<file path="src/rtl/stall_control_pkg.sv">
// Shared pipeline decode definitions.
// Holds the opcode/funct field helpers and constants, the instruction-class
// decode functions, and the write-register / Tuse / Tnew functions.
// The stall unit and the forwarding unit both import this package.
// No ports; this file is a package only.
package pipeline_defs;

    // Opcodes
    localparam logic [5:0] OP_SPECIAL = 6'h00;
    localparam logic [5:0] OP_REGIMM  = 6'h01;
    localparam logic [5:0] OP_JAL     = 6'h03;
    localparam logic [5:0] OP_BEQ     = 6'h04;
    localparam logic [5:0] OP_BNE     = 6'h05;
    localparam logic [5:0] OP_BLEZ    = 6'h06;
    localparam logic [5:0] OP_BGTZ    = 6'h07;
    localparam logic [5:0] OP_ADDI    = 6'h08;
    localparam logic [5:0] OP_ADDIU   = 6'h09;
    localparam logic [5:0] OP_SLTI    = 6'h0A;
    localparam logic [5:0] OP_SLTIU   = 6'h0B;
    localparam logic [5:0] OP_ANDI    = 6'h0C;
    localparam logic [5:0] OP_ORI     = 6'h0D;
    localparam logic [5:0] OP_XORI    = 6'h0E;
    localparam logic [5:0] OP_LUI     = 6'h0F;
    localparam logic [5:0] OP_LB      = 6'h20;
    localparam logic [5:0] OP_LH      = 6'h21;
    localparam logic [5:0] OP_LW      = 6'h23;
    localparam logic [5:0] OP_LBU     = 6'h24;
    localparam logic [5:0] OP_LHU     = 6'h25;
    localparam logic [5:0] OP_SB      = 6'h28;
    localparam logic [5:0] OP_SH      = 6'h29;
    localparam logic [5:0] OP_SW      = 6'h2B;

    // SPECIAL funct codes
    localparam logic [5:0] FN_SLL   = 6'h00;
    localparam logic [5:0] FN_SRL   = 6'h02;
    localparam logic [5:0] FN_SRA   = 6'h03;
    localparam logic [5:0] FN_SLLV  = 6'h04;
    localparam logic [5:0] FN_SRLV  = 6'h06;
    localparam logic [5:0] FN_SRAV  = 6'h07;
    localparam logic [5:0] FN_JR    = 6'h08;
    localparam logic [5:0] FN_JALR  = 6'h09;
    localparam logic [5:0] FN_MFHI  = 6'h10;
    localparam logic [5:0] FN_MTHI  = 6'h11;
    localparam logic [5:0] FN_MFLO  = 6'h12;
    localparam logic [5:0] FN_MTLO  = 6'h13;
    localparam logic [5:0] FN_MULT  = 6'h18;
    localparam logic [5:0] FN_MULTU = 6'h19;
    localparam logic [5:0] FN_DIV   = 6'h1A;
    localparam logic [5:0] FN_DIVU  = 6'h1B;
    localparam logic [5:0] FN_ADD   = 6'h20;
    localparam logic [5:0] FN_ADDU  = 6'h21;
    localparam logic [5:0] FN_SUB   = 6'h22;
    localparam logic [5:0] FN_SUBU  = 6'h23;
    localparam logic [5:0] FN_AND   = 6'h24;
    localparam logic [5:0] FN_OR    = 6'h25;
    localparam logic [5:0] FN_XOR   = 6'h26;
    localparam logic [5:0] FN_NOR   = 6'h27;
    localparam logic [5:0] FN_SLT   = 6'h2A;
    localparam logic [5:0] FN_SLTU  = 6'h2B;

    typedef logic [4:0] reg_t;
    typedef logic [1:0] tval_t;

    // Tuse value for a field that is never read. It is larger than any
    // Tnew (max 2), so "tuse < tnew" can never hold for it.
    localparam tval_t TUSE_NONE = 2'd3;

    // Field extraction
    function automatic logic [5:0] f_op(input logic [31:0] ir);
        return ir[31:26];
    endfunction
    function automatic reg_t f_rs(input logic [31:0] ir);
        return ir[25:21];
    endfunction
    function automatic reg_t f_rt(input logic [31:0] ir);
        return ir[20:16];
    endfunction
    function automatic reg_t f_rd(input logic [31:0] ir);
        return ir[15:11];
    endfunction
    function automatic logic [5:0] f_funct(input logic [31:0] ir);
        return ir[5:0];
    endfunction

    // Instruction classes
    function automatic logic is_special(input logic [31:0] ir);
        return f_op(ir) == OP_SPECIAL;
    endfunction
    function automatic logic is_load(input logic [31:0] ir);
        return f_op(ir) inside {OP_LB, OP_LH, OP_LW, OP_LBU, OP_LHU};
    endfunction
    function automatic logic is_store(input logic [31:0] ir);
        return f_op(ir) inside {OP_SB, OP_SH, OP_SW};
    endfunction
    function automatic logic is_rcal(input logic [31:0] ir);
        return is_special(ir) && (f_funct(ir) inside {FN_ADD, FN_ADDU, FN_SUB,
               FN_SUBU, FN_AND, FN_OR, FN_XOR, FN_NOR});
    endfunction
    function automatic logic is_ical(input logic [31:0] ir);
        return f_op(ir) inside {OP_ADDI, OP_ADDIU, OP_ANDI, OP_ORI, OP_XORI};
    endfunction
    function automatic logic is_lui(input logic [31:0] ir);
        return f_op(ir) == OP_LUI;
    endfunction
    // The all-zero word is the nop, not an sll.
    function automatic logic is_shift_imm(input logic [31:0] ir);
        return is_special(ir) && (ir != '0) &&
               (f_funct(ir) inside {FN_SLL, FN_SRL, FN_SRA});
    endfunction
    function automatic logic is_shift_var(input logic [31:0] ir);
        return is_special(ir) && (f_funct(ir) inside {FN_SLLV, FN_SRLV, FN_SRAV});
    endfunction
    function automatic logic is_shift(input logic [31:0] ir);
        return is_shift_imm(ir) || is_shift_var(ir);
    endfunction
    function automatic logic is_set_r(input logic [31:0] ir);
        return is_special(ir) && (f_funct(ir) inside {FN_SLT, FN_SLTU});
    endfunction
    function automatic logic is_set_i(input logic [31:0] ir);
        return f_op(ir) inside {OP_SLTI, OP_SLTIU};
    endfunction
    function automatic logic is_br_rs_rt(input logic [31:0] ir);
        return f_op(ir) inside {OP_BEQ, OP_BNE};
    endfunction
    // blez, bgtz, and the REGIMM pair bltz (rt=0) / bgez (rt=1)
    function automatic logic is_br_rs(input logic [31:0] ir);
        return (f_op(ir) inside {OP_BLEZ, OP_BGTZ}) ||
               (f_op(ir) == OP_REGIMM && f_rt(ir)[4:1] == 4'd0);
    endfunction
    function automatic logic is_jr(input logic [31:0] ir);
        return is_special(ir) && f_funct(ir) == FN_JR;
    endfunction
    function automatic logic is_jalr(input logic [31:0] ir);
        return is_special(ir) && f_funct(ir) == FN_JALR;
    endfunction
    function automatic logic is_jal(input logic [31:0] ir);
        return f_op(ir) == OP_JAL;
    endfunction
    function automatic logic is_md(input logic [31:0] ir);
        return is_special(ir) && (f_funct(ir) inside {FN_MULT, FN_MULTU, FN_DIV, FN_DIVU});
    endfunction
    function automatic logic is_div(input logic [31:0] ir);
        return is_special(ir) && (f_funct(ir) inside {FN_DIV, FN_DIVU});
    endfunction
    function automatic logic is_mf(input logic [31:0] ir);
        return is_special(ir) && (f_funct(ir) inside {FN_MFHI, FN_MFLO});
    endfunction
    function automatic logic is_mt(input logic [31:0] ir);
        return is_special(ir) && (f_funct(ir) inside {FN_MTHI, FN_MTLO});
    endfunction
    // Anything that touches HI/LO or the mult/div unit
    function automatic logic is_hilo_user(input logic [31:0] ir);
        return is_md(ir) || is_mf(ir) || is_mt(ir);
    endfunction

    // Stage (relative to D) at which the rs / rt value is first needed
    function automatic tval_t tuse_rs(input logic [31:0] ir);
        if (is_br_rs_rt(ir) || is_br_rs(ir) || is_jr(ir) || is_jalr(ir))
            return 2'd0;
        if (is_load(ir) || is_store(ir) || is_rcal(ir) || is_ical(ir) ||
            is_shift_var(ir) || is_set_r(ir) || is_set_i(ir) ||
            is_md(ir) || is_mt(ir))
            return 2'd1;
        return TUSE_NONE;
    endfunction

    function automatic tval_t tuse_rt(input logic [31:0] ir);
        if (is_br_rs_rt(ir))
            return 2'd0;
        if (is_rcal(ir) || is_shift(ir) || is_set_r(ir) || is_md(ir))
            return 2'd1;
        if (is_store(ir))
            return 2'd2;
        return TUSE_NONE;
    endfunction

    // Cycles until the result is available, for a producer sitting in E / M
    function automatic tval_t tnew_e(input logic [31:0] ir);
        if (is_load(ir))
            return 2'd2;
        if (is_rcal(ir) || is_ical(ir) || is_lui(ir) || is_shift(ir) ||
            is_set_r(ir) || is_set_i(ir) || is_mf(ir))
            return 2'd1;
        return 2'd0;
    endfunction

    function automatic tval_t tnew_m(input logic [31:0] ir);
        return is_load(ir) ? 2'd1 : 2'd0;
    endfunction

    // Destination register; 0 means "writes nothing"
    function automatic reg_t wreg(input logic [31:0] ir);
        if (is_rcal(ir) || is_shift(ir) || is_set_r(ir) || is_mf(ir) || is_jalr(ir))
            return f_rd(ir);
        if (is_jal(ir))
            return 5'd31;
        if (is_ical(ir) || is_lui(ir) || is_set_i(ir) || is_load(ir))
            return f_rt(ir);
        return 5'd0;
    endfunction

    // One source against one producer: stall when the value is not ready in time
    function automatic logic raw_hazard(input reg_t src, input tval_t tuse,
                                        input reg_t wr, input tval_t tnew);
        return (src != 5'd0) && (src == wr) && (tuse < tnew);
    endfunction

endpackage

</file>
<file path="src/rtl/stall_control_if.sv">
// Pipeline-side bundle of the stall unit.
//   IR_D/IR_E/IR_M : instruction words in decode / execute / memory
//   stall          : freeze PC and IR_D, bubble into IR_E
//   md_start       : mult/div instruction is in E this cycle
//   md_busy        : mult/div unit counter nonzero
//   stall_cycles   : saturating count of stalled cycles
// master = pipeline (drives IRs), slave = stall_control.
interface stall_control_if;
    logic [31:0] IR_D;
    logic [31:0] IR_E;
    logic [31:0] IR_M;
    logic        stall;
    logic        md_start;
    logic        md_busy;
    logic [31:0] stall_cycles;

    modport master (
        output IR_D, IR_E, IR_M,
        input  stall, md_start, md_busy, stall_cycles
    );

    modport slave (
        input  IR_D, IR_E, IR_M,
        output stall, md_start, md_busy, stall_cycles
    );
endinterface

</file>
<file path="src/rtl/stall_control_md_busy_counter.sv">
// Mult/div busy counter.
//   clk, rst_n : clock, async active-low reset
//   load       : a mult/div is leaving E on this edge
//   load_val   : busy length for that operation
//   busy       : counter is nonzero
// A load overrides the decrement, so back-to-back mult/div operations
// restart the count from the new operation's length.
module md_busy_counter (
    input  logic       clk,
    input  logic       rst_n,
    input  logic       load,
    input  logic [3:0] load_val,
    output logic       busy
);
    logic [3:0] cnt;

    always_ff @(posedge clk or negedge rst_n) begin
        if (!rst_n)
            cnt <= 4'd0;
        else if (load)
            cnt <= load_val;
        else if (cnt != 4'd0)
            cnt <= cnt - 4'd1;
    end

    assign busy = (cnt != 4'd0);
endmodule

</file>
<file path="src/rtl/stall_control.sv">
// Hazard-detection / stall unit beside D-stage decode.
// Stalls when forwarding cannot deliver an operand by its use stage, and
// holds HI/LO consumers in D while the mult/div unit is busy.
//   clk, rst_n : clock, async active-low reset
//   bus        : IR_D/IR_E/IR_M in; stall, md_start, md_busy,
//                stall_cycles out (see stall_control_if)
// MULT_CYCLES / DIV_CYCLES (1..15): busy cycles after the op leaves E.
module stall_control
    import pipeline_defs::*;
#(
    parameter int unsigned MULT_CYCLES = 5,
    parameter int unsigned DIV_CYCLES  = 10
) (
    input  logic            clk,
    input  logic            rst_n,
    stall_control_if.slave  bus
);
    localparam logic [3:0] MULT_LD = 4'(MULT_CYCLES);
    localparam logic [3:0] DIV_LD  = 4'(DIV_CYCLES);

    // D-stage consumer
    reg_t  rs_d, rt_d;
    tval_t tuse_rs_d, tuse_rt_d;
    // E and M producers
    reg_t  wr_e, wr_m;
    tval_t tn_e, tn_m;

    logic data_stall, md_stall, stall;
    logic md_start, md_busy;
    logic [31:0] stall_cnt;

    assign rs_d      = f_rs(bus.IR_D);
    assign rt_d      = f_rt(bus.IR_D);
    assign tuse_rs_d = tuse_rs(bus.IR_D);
    assign tuse_rt_d = tuse_rt(bus.IR_D);
    assign wr_e      = wreg(bus.IR_E);
    assign wr_m      = wreg(bus.IR_M);
    assign tn_e      = tnew_e(bus.IR_E);
    assign tn_m      = tnew_m(bus.IR_M);

    // rs and rt are checked independently against both producers
    assign data_stall = raw_hazard(rs_d, tuse_rs_d, wr_e, tn_e) |
                        raw_hazard(rt_d, tuse_rt_d, wr_e, tn_e) |
                        raw_hazard(rs_d, tuse_rs_d, wr_m, tn_m) |
                        raw_hazard(rt_d, tuse_rt_d, wr_m, tn_m);

    assign md_start = is_md(bus.IR_E);

    md_busy_counter u_md_cnt (
        .clk      (clk),
        .rst_n    (rst_n),
        .load     (md_start),
        .load_val (is_div(bus.IR_E) ? DIV_LD : MULT_LD),
        .busy     (md_busy)
    );

    // md_start is included so a HI/LO user directly behind the mult/div
    // is held in the cycle before the counter has been loaded.
    assign md_stall = is_hilo_user(bus.IR_D) & (md_start | md_busy);
    assign stall    = data_stall | md_stall;

    always_ff @(posedge clk or negedge rst_n) begin
        if (!rst_n)
            stall_cnt <= 32'd0;
        else if (stall && stall_cnt != 32'hFFFF_FFFF)
            stall_cnt <= stall_cnt + 32'd1;
    end

    assign bus.stall        = stall;
    assign bus.md_start     = md_start;
    assign bus.md_busy      = md_busy;
    assign bus.stall_cycles = stall_cnt;
endmodule

</file>
<file path="src/flat_wrapper.sv">
// flat-port wrapper written by rule: the top's interface ports become plain ports
module stall_control_flat import pipeline_defs::*;
#(
    parameter int unsigned MULT_CYCLES = 5,
    parameter int unsigned DIV_CYCLES  = 10
)
  (clk, rst_n, bus_IR_D, bus_IR_E, bus_IR_M, bus_stall, bus_md_start, bus_md_busy, bus_stall_cycles);
  stall_control_if bus_i ();
  input  logic clk;
  input  logic rst_n;
  input wire logic [$bits(bus_i.IR_D)-1:0] bus_IR_D;
  input wire logic [$bits(bus_i.IR_E)-1:0] bus_IR_E;
  input wire logic [$bits(bus_i.IR_M)-1:0] bus_IR_M;
  output wire logic [$bits(bus_i.stall)-1:0] bus_stall;
  output wire logic [$bits(bus_i.md_start)-1:0] bus_md_start;
  output wire logic [$bits(bus_i.md_busy)-1:0] bus_md_busy;
  output wire logic [$bits(bus_i.stall_cycles)-1:0] bus_stall_cycles;
  assign bus_i.IR_D = bus_IR_D;
  assign bus_i.IR_E = bus_IR_E;
  assign bus_i.IR_M = bus_IR_M;
  assign bus_stall = bus_i.stall;
  assign bus_md_start = bus_i.md_start;
  assign bus_md_busy = bus_i.md_busy;
  assign bus_stall_cycles = bus_i.stall_cycles;
  stall_control #(.MULT_CYCLES(MULT_CYCLES), .DIV_CYCLES(DIV_CYCLES)) u_core (.clk(clk), .rst_n(rst_n), .bus(bus_i));
endmodule
</file>
<file path="config.mk">
export PLATFORM = sky130hd
export DESIGN_NAME = stall_control_flat
export DESIGN_NICKNAME = d
export VERILOG_FILES = /design/src/rtl/stall_control_pkg.sv /design/src/rtl/stall_control_if.sv /design/src/rtl/stall_control_md_busy_counter.sv /design/src/rtl/stall_control.sv /design/src/flat_wrapper.sv
export SDC_FILE = /design/constraint.sdc
export NUM_CORES = 1
export LEC_CHECK = 0
export ABC_AREA = 1
export BUFFER_PORTS_ARGS = -buffer_cell sky130_fd_sc_hd__buf_2
export CORE_UTILIZATION = 40
export DETAILED_ROUTE_END_ITERATION = 6
export PLACE_DENSITY = 0.77
export SLEW_MARGIN = 40
export SYNTH_ARGS = -nofsm -noshare
export SYNTH_HDL_FRONTEND = slang
export SYNTH_HIERARCHICAL = 1
export SYNTH_SLANG_ARGS = --single-unit
</file>
<file path="constraint.sdc">
create_clock -name clk -period 2.7 [get_ports clk]
set_clock_uncertainty 0.2 [all_clocks]
set_input_delay 0.135 -clock clk [delete_from_list [all_inputs] [get_ports clk]]
set_output_delay 0.135 -clock clk [all_outputs]
set_load 0.05 [all_outputs]
</file>
After elaboration in Yosys (flattened, before gate mapping)
Index checks and enable logic that the tools add are counted.
- word-level logic and storage cells: 307
- output and inout port bits: 35
- input bits: 98
- register bits after elaboration: 36
- reductions and logical operators: 121
- equal/unequal tests: 118
- bitwise logic cells: 6
- multiplexer cells: 54
- magnitude comparators: 4
- add/subtract/negate cells: 2
- operator list (kind ; count):
    $eq 6x6->1 const B ; 48
    $eq 6x4->1 const B ; 27
    $eq 6x5->1 const B ; 16
    $reduce_bool 32->1 ; 3
    $eq 6x3->1 const B ; 13
    $mux 5 ; 12
    $eq 6x2->1 const B ; 8
    $logic_or 1x1->1 ; 40
    $reduce_bool 5->1 ; 8
    $logic_and 1x1->1 ; 36
    $logic_not 6->1 ; 6
    $add 32x1->32 const B ; 1
    $ne 32x32->1 const B ; 1
    $mux 2 ; 14
    $reduce_bool 2->1 ; 14
    $mux 1 ; 25
    $reduce_bool 8->1 ; 3
    $reduce_bool 3->1 ; 7
    $eq 5x5->1 ; 4
    $mux 4 ; 3
    $reduce_bool 4->1 ; 3
    $lt 2x2->1 ; 4
    $eq 6x1->1 const B ; 1
    $or 1x1->1 ; 5
    other kinds (3) ; 3

Logic depth before layout (Yosys ltp)
- word-level depth: 23
- depth in mapped cells: 23
- mapped depth without buffers: 22

By module
Netlist, hierarchy kept.
- by module, submodules not included (module ; area each (um^2) ; instances ; seq. area each (um^2) ; cells each):
    stall_control ; 3752.3 ; 1 ; 800.8 ; 604
    md_busy_counter ; 279.0 ; 1 ; 100.1 ; 38

Least setup slack after synthesis
Ideal clock, no wire load.
- path type: register to register
- start: reg u_core.stall_cnt[1] (netlist: u_core/bus.stall_cycles[1])
- end: reg u_core.stall_cnt[27] (netlist: u_core/bus.stall_cycles[27])
- data arrival time: 2275 ps
- stages on the path, launching flop included: 13
- buffers on the path: 0
- clock period less this slack: 2540 ps
- library setup time: 65 ps
- slack: 160 ps
- data required time: 2435 ps
- cells stage by stage: dfrtp_1 ha_1 nand4_2 nor4_1 nand4_1 nand2_1 nor4_2 nand2_1 nor2_1 and3_1 nand2_1 nand2_1 nand2_1
- longest elaborated chain between the ends: 2
- elaborated cells on any way between the ends: 3
- classes of those cells: add/sub (1); eq/ne (1); reduce/logical (1)
- RTL lines (item ; RTL line ; RTL):
    start, declared ; stall_control.sv:30 ; logic [31:0] stall_cnt;
    start signal, assigned ; stall_control.sv:66 ; stall_cnt <= stall_cnt + 32'd1;
    branches (longest 2 deep; another with $add 32x1->32) ; n/a ;
Parallel ways; which one is timed is not known.
A chain may end at the register's enable or synchronous reset.

Worst setup path in the final report
- start: in bus_IR_D[27]
- end: out bus_stall
- longest elaborated chain between the ends: 20
- elaborated cells on any way between the ends: 87
- classes of those cells: order compare (4); eq/ne (20); mux (17); bitwise (5); reduce/logical (41)
- RTL lines (item ; RTL line ; RTL):
    start, declared ; flat_wrapper.sv:11 ; input wire logic [$bits(bus_i.IR_D)-1:0] bus_IR_D;
    $eq 6x6->1, on equally long branches ; stall_control_pkg.sv:90, stall_control_pkg.sv:93 ;
    $reduce_bool 5->1 / $reduce_bool 3->1 (equally long branches) ; stall_control_pkg.sv:90, stall_control_pkg.sv:93 ;
    $logic_or 1x1->1 (4 in a row) ; stall_control_pkg.sv:160 ; if (is_load(ir) || is_store(ir) || is_rcal(ir) || is_ical(ir) ||
    $logic_or 1x1->1 (3 in a row) ; stall_control_pkg.sv:161 ; is_shift_var(ir) || is_set_r(ir) || is_set_i(ir) ||
    $logic_or 1x1->1 ; stall_control_pkg.sv:162 ; is_md(ir) || is_mt(ir))
    $mux 1 (2 in a row) ; stall_control_pkg.sv:160 ;
    $mux 2 ; stall_control_pkg.sv:164 ; return TUSE_NONE;
    $mux 2 ; stall_control_pkg.sv:160 ;
    $lt 2x2->1 ; stall_control_pkg.sv:205 ; return (src != 5'd0) && (src == wr) && (tuse < tnew);
    $logic_and 1x1->1 ; stall_control_pkg.sv:205 ;
    $or 1x1->1 ; stall_control.sv:42 ; assign data_stall = raw_hazard(rs_d, tuse_rs_d, wr_e, tn_e) |
    $or 1x1->1 ; stall_control.sv:43 ; raw_hazard(rt_d, tuse_rt_d, wr_e, tn_e) |
    $or 1x1->1 ; stall_control.sv:44 ; raw_hazard(rs_d, tuse_rs_d, wr_m, tn_m) |
    $or 1x1->1 (*) ; stall_control.sv:60 ; assign stall = data_stall | md_stall;
    end, declared ; flat_wrapper.sv:14 ; output wire logic [$bits(bus_i.stall)-1:0] bus_stall;
Every way passes the cells marked *; elsewhere a longest branch is shown, timed or not. The select of a mux whose other input is x is not followed.

==> metrics.md <==
| Metric | Value |
|---|---|
| ANT nets after route | 0 |
| GP Congestion | 0.959 |
| Initial Util | 0.412 |
| FF+latch count, synth | 36 |
| Num CTS Buffers | 5 |
| Site Rows | 36 |
| Drt wl/cell | 12.0 µm |
| Worst VDD drop | 0.201 mV |
| Synth area leaders | dfrtp_1 (22%), nand2_1 (19%), nor2_1 (8.0%), nand3_2 (7.7%), inv_1 (7.2%) |
| Min Clock Period, post-route | 2.60 ns |
| CP dominant cell by count | nand2_1 |
| Logic pwr share | 0.360 |
| H-tree depth | 2 |
| Num Clock Sinks | 36 |
| Mapped Area | 4030 µm² |
| Postcts setup bufs | 0 |
| Utilization after layout | 0.522 |
| Vias in the first global route | 3,938 |
| Slew Viols, Final | 0 |
| Mux share of post-synthesis cell area | 0 |
| NumNets Final | 896 |
| Worst stage delay on the critical path | 0.26 ns |
| Yosys warnings | 6 |
| Hold Path Class | primary input to flip-flop |
| Largest family of logic cells by synthesized area | simple AND/OR/NAND/NOR gates |
| Clock Power Share | 0.246 |
| Clock Tree Buf Depth | 2 |
| Worst setup path class | primary input to output port |
| Sw Share | 0.367 |
| Final Cycle Share | 0.964 |
| Setup crit end kind | output port |
| Hold Crit Depth | 6 |
| Status | complete, no violations |
| Number of antenna violations at the first check in global routing | 0 |
| Post-Synth Simple-Gate Area | 0.547 |
| Max FO, Critical Path | 6 |
| First-pass GRT wire length | 17,600 µm |
| Drt drc | 0 |
| Final HPWL DP | 8960 µm |
| Most frequent cell after synthesis | nand2_1 |
| Fin cells | 927 |
| Post-Synth XOR/XNOR Area | 0.0630 |
| Top-area cell type share of the netlist area | 0.223 |
| Core ar. | 9770 µm² |
| Total number of vias | 4,551 |
| Initial DRC count | 333 |
| P&R area growth vs syn | 26.7% |
| Met2 global-route usage | 0.338 |
| Adder-cell area share of the yosys netlist | 0.0155 |
| Synth area leader | dfrtp_1 |
| Top_reg_cell synth | dfrtp_1 |
| Power Internal | 1.01 mW |
| Clock Latency Late Sink | 0.29 ns |
| Pleak | 2.77 nW |
| Rel. slew slack | 0.667 |
| Synth cell count leaders | nand2_1 (199), nor2_1 (86), inv_1 (77) |
| Met3 usage | 0.0301 |
| IO Pins | 133 |
| Slowest library cell on the worst path | ha_1 |
| Tot Pwr | 1.59 mW |
| TritonRoute pass-1 iters | 5 |
| Pwr/cell area | 312 nW/µm² |
| Post-Syn Instances | 642 |
| Reg2reg path depth | 12 |
| N_diodes | 0 |
| Sequential share of power | 0.394 |
| Critical Path RT | 2.37 ns |
| Post-synth net total | 745 |
| Max-cap violations | 0 |
| Critical-path cell list | buf_2 > inv_1 > nor2_1 > inv_1 > nand4_1 > nand2_1 > a311oi_2 > nand3_1 > a311oi_2 > ha_1 > nand2_1 > nand2_1 > nor2_2 > nand3_1 > nand2_1 > nand2_2 > nand2_4 > buf_8 |
| Grt peak-use layer | met2 |
| Mapped Avg Cell Area | 6.28 µm² |
| Die Span X | 102 µm |
| CTS tree | built |
| Seq/Total Area, Yosys | 0.223 |
| Post-synth ARST share | 1.00 |
| Total grt overflow | 0 |
| EDFF count, synth | 0 |
| Max Fclk | 0.384 GHz |
| Psw | 0.584 mW |
| # port buffers | 132 |
| Share of cells above drive strength 1 | 0.304 |
| Startpoint types | primary input |
| Worst path arrival time | 2.27 ns |
| Die ar. | 10,500 µm² |
| GR Layer Usage met1 | 0.291 |
| Slew @ Worst Pin | 0.495 ns |
| Placed cells | 918 |
| Fin. Hold Viols | 0 |
| Worst-path clk slew | 0.06 ns |
| GRT Total Usage | 0.209 |
| DR vias/cell | 4.91 |
| Final setup violation count | 0 |
| Netlist cell types | 38 |
| Root buffer cell | clkbuf_8 |
| Drt total wl | 11,100 µm |
| Final worst slack | 0.0967 ns |
| Die Ht | 102 µm |
| Compound-gate portion of the synthesized area | 0.0466 |
| Largest net degree at the start of global routing | 37 |
| Place WS | -0.189 ns |
==> final timing paths <==
path / slack [ns] / to / start
worst max-delay path: 0.1 / bus_stall / bus_IR_D[27]
worst min register to register: 0.33 / u_core/bus.stall_cycles[19] / u_core/bus.stall_cycles[19]
max in group asynchronous: 1.83 / u_core/bus.stall_cycles[15] / rst_n
worst max register to register: 0.23 / u_core/bus.stall_cycles[27] / u_core/bus.stall_cycles[1]
worst min-delay path: 0.09 / u_core/u_md_cnt/cnt[2] / bus_IR_E[1]
min in group asynchronous: 0.13 / u_core/bus.stall_cycles[23] / rst_n
==> cells in the final DEF, fill, tap and decap left out, types with 21 or more instances in the layout <==
cell	netlist	final
nand3_2	31	31
xor2_1	22	22
nor2_1	86	82
nor3_1	24	22
nand3_1	40	40
buf_4	3	21
dfrtp_1	36	36
nand2_1	199	195
buf_2	2	130
inv_1	77	76
==> sequential cells by signal, summed over array words and instances, names as in the netlist <==
name,flops
u_core/u_md_cnt/cnt,4
u_core/bus.stall_cycles,32
==> critical path: cells and delay by family <==
kind,cells,cell delay (ns)
compound gates,2,0.47
fa+ha+maj,1,0.26
buf+inv,4,0.42
simple gates,11,0.96
==> power by group through the flow <==
stage	Clock [mW]	Sequential (mW)	Combinational, mW
after floorplan	0	0.679	0.327
after global placement	0	0.636	0.552
after detailed placement	0	0.636	0.560
after CTS	0.407	0.627	0.563
after global routing	0.427	0.631	0.650
final	0.392	0.627	0.574
==> layout make-up <==
cell class,count,area (µm²)
Multi-Input combinational cell,517,2800
Fill cell,1006,4670
Sequential cell,36,901
Inverter,79,299
Timing Repair Buffer,154,853
Clock buffer,8,90.1
Tap cell,133,166
==> per-stage QoR <==
step | TNS, ns | hold slack (ns) | cell area (µm²)
after floorplan | 0 | -0.361 | 4030
after global placement | -4.75 | 0.0543 | 4900
after detailed placement | -5.43 | 0.0721 | 4900
after CTS | 0 | 0.0845 | 5020
after global routing | -0.612 | 0.155 | 5110
final | 0 | 0.0886 | 5110
==> repair_timing <==
action | CTS | global route
hold buffers | 1 | 0
endpoints found under the setup margin | 1 | 33
gates cloned | 0 | 0
endpoints found under the hold margin | 36 | 0
gates resized for setup | 3 | 21
pin swaps | 0 | 7
==> layer usage <==
metal  vias up  share of wire
met3        23          0.055
li1       2362              -
met2       157           0.45
met1      2009           0.48
met5         -              0
met4         0          0.017
==> logic make-up (layout without fill, tap and decap cells) <==
| family | after synthesis | in the layout |
|---|---|---|
| AO/OA/AOI/OAI | 34 | 34 |
| adder cells (fa/ha/maj) | 5 | 5 |
| AND/OR/NAND/NOR | 449 | 449 |
| XOR/XNOR | 29 | 29 |
| flip-flops | 36 | 36 |
| buffers and inverters | 89 | 241 |
(Power assumes the default switching activity.)
